$ cat src/rtl/mlp_pkg.sv
// rtl/mlp_pkg.sv - shared state encoding and default parameters for the MLP stream engine
package mlp_pkg;

  typedef enum logic [1:0] {
    IDLE    = 2'd0,
    COMPUTE = 2'd1,
    DONE    = 2'd2
  } state_t;

  localparam int DEF_WIDTH      = 8;
  localparam int DEF_FRAC_WIDTH = 5;
  localparam int DEF_N          = 4;
  localparam int DEF_M          = 3;
  localparam int DEF_RELU_EN    = 0;

endpackage

$ cat src/rtl/mlp_neuron_sat.sv
// rtl/mlp_neuron_sat.sv - one fixed-point neuron: dot product, bias, rescale, saturate, optional ReLU
module mlp_neuron_sat
  import mlp_pkg::*;
#(
  parameter int WIDTH      = DEF_WIDTH,
  parameter int FRAC_WIDTH = DEF_FRAC_WIDTH,
  parameter int N          = DEF_N,
  parameter int RELU_EN    = DEF_RELU_EN
) (
  input  logic signed [WIDTH-1:0] vec   [N],
  input  logic signed [WIDTH-1:0] w_row [N],
  input  logic signed [WIDTH-1:0] bias,
  output logic signed [WIDTH-1:0] res
);

  // Wide enough that N full-precision products plus the aligned bias never overflow
  localparam int AW = 2*WIDTH + $clog2(N+1);
  localparam logic signed [AW-1:0] MAX_V = AW'((1 << (WIDTH-1)) - 1);
  localparam logic signed [AW-1:0] MIN_V = -MAX_V - AW'(1);

  logic signed [2*WIDTH-1:0] prod [N];
  logic signed [AW-1:0]      acc;
  logic signed [AW-1:0]      shifted;
  logic signed [WIDTH-1:0]   sat;

  // Accumulate products, rescale by arithmetic shift (floor), clamp, then rectify if enabled
  always_comb begin
    acc = AW'(bias) <<< FRAC_WIDTH;
    for (int j = 0; j < N; j++) begin
      prod[j] = vec[j] * w_row[j];
      acc     = acc + AW'(prod[j]);
    end
    shifted = acc >>> FRAC_WIDTH;
    if (shifted > MAX_V) begin
      sat = MAX_V[WIDTH-1:0];
    end else if (shifted < MIN_V) begin
      sat = MIN_V[WIDTH-1:0];
    end else begin
      sat = shifted[WIDTH-1:0];
    end
    res = sat;
    if (RELU_EN != 0 && sat[WIDTH-1]) begin
      res = '0;
    end
  end

endmodule

$ cat src/rtl/mlp_stream.sv
// rtl/mlp_stream.sv - multi-layer perceptron engine, one layer per clock, valid/ready in and out
module mlp_stream
  import mlp_pkg::*;
#(
  parameter int WIDTH      = DEF_WIDTH,
  parameter int FRAC_WIDTH = DEF_FRAC_WIDTH,
  parameter int N          = DEF_N,
  parameter int M          = DEF_M,
  parameter int RELU_EN    = DEF_RELU_EN,
  localparam int LW        = (M > 1) ? $clog2(M) : 1
) (
  input  logic                    clk,
  input  logic                    rst,
  input  logic                    in_valid,
  output logic                    in_ready,
  input  logic signed [WIDTH-1:0] in_data   [N],
  output logic [LW-1:0]           layer_idx,
  input  logic signed [WIDTH-1:0] weights   [N][N],
  input  logic signed [WIDTH-1:0] bias      [N],
  output logic                    out_valid,
  input  logic                    out_ready,
  output logic signed [WIDTH-1:0] out_data  [N],
  output logic                    busy
);

  localparam logic [LW-1:0] LAST_LAYER = LW'(M-1);

  state_t                  state;
  logic [LW-1:0]           layer;
  logic                    idle_q;
  logic signed [WIDTH-1:0] vec [N];
  logic signed [WIDTH-1:0] nxt [N];

  // All neurons of the current layer evaluate in parallel from the vector register
  for (genvar i = 0; i < N; i++) begin : g_neuron
    mlp_neuron_sat #(
      .WIDTH      (WIDTH),
      .FRAC_WIDTH (FRAC_WIDTH),
      .N          (N),
      .RELU_EN    (RELU_EN)
    ) u_neuron (
      .vec   (vec),
      .w_row (weights[i]),
      .bias  (bias[i]),
      .res   (nxt[i])
    );
  end

  // The layer counter is zero whenever the engine is not computing, so it doubles as layer_idx
  assign layer_idx = layer;
  assign out_data  = vec;
  // In DONE a new vector can enter in the same cycle the result leaves
  assign in_ready  = idle_q | (out_valid & out_ready);

  // Control FSM with registered status flags; vector register and layer counter live here too
  always_ff @(posedge clk or posedge rst) begin
    if (rst) begin
      state     <= IDLE;
      layer     <= '0;
      idle_q    <= 1'b1;
      out_valid <= 1'b0;
      busy      <= 1'b0;
      for (int i = 0; i < N; i++) vec[i] <= '0;
    end else begin
      case (state)
        IDLE: begin
          if (in_valid) begin
            vec    <= in_data;
            layer  <= '0;
            state  <= COMPUTE;
            idle_q <= 1'b0;
            busy   <= 1'b1;
          end
        end
        COMPUTE: begin
          vec <= nxt;
          if (layer == LAST_LAYER) begin
            layer     <= '0;
            state     <= DONE;
            busy      <= 1'b0;
            out_valid <= 1'b1;
          end else begin
            layer <= layer + LW'(1);
          end
        end
        DONE: begin
          if (out_ready) begin
            out_valid <= 1'b0;
            if (in_valid) begin
              vec   <= in_data;
              layer <= '0;
              state <= COMPUTE;
              busy  <= 1'b1;
            end else begin
              state  <= IDLE;
              idle_q <= 1'b1;
            end
          end
        end
        default: begin
          state     <= IDLE;
          layer     <= '0;
          idle_q    <= 1'b1;
          out_valid <= 1'b0;
          busy      <= 1'b0;
        end
      endcase
    end
  end

endmodule

$ cat config.mk
export PLATFORM = sky130hd
export DESIGN_NAME = mlp_stream
export DESIGN_NICKNAME = d
export VERILOG_FILES = /design/src/rtl/mlp_pkg.sv /design/src/rtl/mlp_neuron_sat.sv /design/src/rtl/mlp_stream.sv
export SDC_FILE = /design/constraint.sdc
export NUM_CORES = 2
export LEC_CHECK = 0
export CORE_ASPECT_RATIO = 1.2
export CORE_UTILIZATION = 45
export DETAILED_ROUTE_END_ITERATION = 10
export PLACE_DENSITY = 0.64
export SLEW_MARGIN = 20
export SYNTH_ARGS = -nofsm -noshare
export SYNTH_HDL_FRONTEND = slang
export SYNTH_SLANG_ARGS = --single-unit
$ cat constraint.sdc
create_clock -name clk -period 15 [get_ports clk]
set_clock_uncertainty 0.1 [all_clocks]
set_input_delay 3 -clock clk [delete_from_list [all_inputs] [get_ports clk]]
set_output_delay 3 -clock clk [all_outputs]
set_load 0.03 [all_outputs]
==> results.md <==
- Ys flop type: dfrtp_1
- DIE AREA: 0.115 mm^2
- Avg Vias per Cell: about 5.0
- CP max-delay cell: o41ai_2
- CP peak stage delay: 0.70 ns
- Final setup TNS: 0 ns
- Fin crit period: 13.87 ns
- Most common cell on crit path: fa_1
- First-pass GRT wire length: between 200000 and 250000 um
- Vias in the first global route: between 30000 and 40000
- Fin. Hold Viols: 0
- Via count: approximately 35000
- Share of cells above drive strength 1: about 1.7%
- Final WL: ~130000 um
- CP startpoint kind: input pin
- Area contributors post-synth: fa_1 51%, ha_1 14%, inv_1 11%, and2_1 6.5%, nand2_1 3.4%
- Core area: 0.112 mm^2
- Post-CTS Setup Bufs: 0
- Max FO, Critical Path: 8
- Gates resized, CTS repair: 0
- Post-Syn Area per Cell: 9.46 um^2
- Fill cell count: 10600
- CP Class: in -> reg
- Number of synthesized flops with an enable pin: 0
- DRC viols: 0
- TritonCTS clock tree: done
- Initial antenna violation count: 16
- Status: completed
- Clk sinks: 39
- Element type at the critical path end: flop
- Critical Path AT: 14.01 ns
- Yosys cell types: 83
- H-tree Lvls: 2
- Tcrit/Tclk final: 92.5%
- P&R area growth vs syn: 8.16%
- Drt first pass iters: 5
- Syn_nets: 7466
- Initial Util: 45.6%
- Setup violations, final: 0
- Worst slew pin tran: 1.06 ns
- Yosys reg bits: 39
- CTS root buf: clkbuf_16
- Cell count after synthesis: 5390
- Nets: approximately 7600
- Input/output buffers: 232
- Sequential area share after synthesis: 1.92%
- Hpwl dp: 112000 um
- Relative slew slack: 29.2%
- Final Slew Violations: 0
- Number of hold buffers added after CTS: 0
- Clock Path Buffers: 2
- Total global routing overflow: 0
- Req. time, crit path: 15.14 ns
- Max Freq: 72.1 MHz
- Post-synth top area share: 50.9%
- RSZ-0062 raised after global routing: false
- I/O Pins: 233
- R2r setup slk: roughly 3.3 ns
- Clk pin slew, worst setup/hold paths: approximately 0.07 ns
- Max_cap viols: 0
- Die Ht: around 370 um
- Hold Path Class: reg -> reg
- Final GP Congestion: 0.898
- Async set-reset flop share out of synthesis: 100%
- GRT Total Usage: 23.8%
- Row cnt: 134
- CTS buffer count: 5
- Synth Cell Area: 0.0510 mm^2
- Final ANT Viol Nets: 0
- Wire per inst: 18.1 um
- Latest clock arrival within the worst-skew pair: 0.31 ns
- DR iter-0 viols: about 1800
- Synth Warn #: 0
- Most area-hungry cell type in the Yosys netlist: fa_1
- DIE WIDTH: 309 um
- Largest net degree at the start of global routing: 40
-- stage by stage --
step	hold slack (ns)	instances	util, %	instance area (um^2)	worst slack [ns]
after CTS	0.402	7038	49.3	55100	1.13
after detailed placement	0.385	7030	49.1	54900	0.822
final	0.398	7048	49.3	55100	1.13
after global placement	0.397	7030	49.1	54900	0.990
after global routing	0.417	7044	49.3	55100	0.296
after floorplan	0.428	5390	-	51000	2.29
-- routing by layer --
metal  GRT usage, %  share of wire [%]
met5              0              0.079
met4           4.86                2.2
met3           2.70                4.6
met2           40.7                 50
met1           32.5                 43
-- layout by cell type, fill, tap and decap left out, types with 46 or more instances in the layout --
cell                n
inv_1            1560
nand2_1           458
xnor2_1           128
ha_1              584
nor2b_1            46
clkdlybuf4s50_1   232
a21oi_1            90
o21ai_0            47
nor2_1            109
nand2b_1           54
fa_1             1296
and2_1            526
-- cell type report --
| type | instances | area [um^2] | share of cell area [%] |
|---|---|---|---|
| clock buffer | 5 | 125 | 0.227 |
| multi-input combinational | 3662 | 43600 | 79.1 |
| inverter | 1565 | 5870 | 10.7 |
| clock inverter | 3 | 43.8 | 0.0794 |
| timing repair buffer | 268 | 2590 | 4.70 |
| antenna | 10 | 25.0 | 0.0454 |
| sequential | 39 | 981 | 1.78 |
| tap | 1496 | 1870 | 3.39 |
-- state kept, by name (all words and copies together) (netlist names) --
name,flops
out_valid,1
out_data,32
busy,1
state,2
idle_q,1
layer_idx,2
-- worst paths after layout --
path | start | to | depth (start not counted)
worst min register to register | busy | busy | 1
worst max register to register | out_data[20] | out_data[14] | 40
worst max-delay path | weights[56] | out_data[14] | 39
worst min-delay path | busy | busy | 1
max in group asynchronous | rst | out_data[18] | 2
min in group asynchronous | rst | layer_idx[0] | 2
-- cells in the mapped netlist, types with 13 or more instances --
cell	count
ha_1	584
o21ai_1	26
a21o_1	15
and2_1	526
fa_1	1296
a21oi_1	90
nor2b_1	47
a211oi_1	16
inv_1	1561
clkbuf_1	103
dfrtp_1	38
xor2_1	27
nand2_1	458
nand4_1	13
xnor2_1	128
nand3_1	22
nor2_1	111
o21ai_0	47
nor3_1	28
nand2b_1	54
-- critical path, delay by kind of cell --
family | cells | cell delay [ns]
adders and majority gates | 14 | 6.16
AOI/OAI and AO/OA | 10 | 2.63
buffers and inverters | 9 | 1.06
and+or+nand+nor | 4 | 0.87
xor gates and xnor gates | 2 | 0.25
-- cell families (layout without fill, tap and decap cells) --
| kind of cell | after synthesis | after routing | share of synthesized area, % |
|---|---|---|---|
| AOI/OAI and AO/OA | 309 | 309 | 4.16 |
| and+or+nand+nor | 1306 | 1306 | 13.2 |
| muxes | 10 | 10 | 0.204 |
| buffers and inverters | 1689 | 1841 | 12.5 |
| xor gates and xnor gates | 157 | 157 | 2.73 |
| DFF | 39 | 39 | 1.92 |
| adders and majority gates | 1880 | 1880 | 65.2 |
| other | 0 | 10 | 0 |
Power is left out: the tool's default activity adds up to more than one toggle a clock period on the data nets, which glitch-free logic cannot reach.
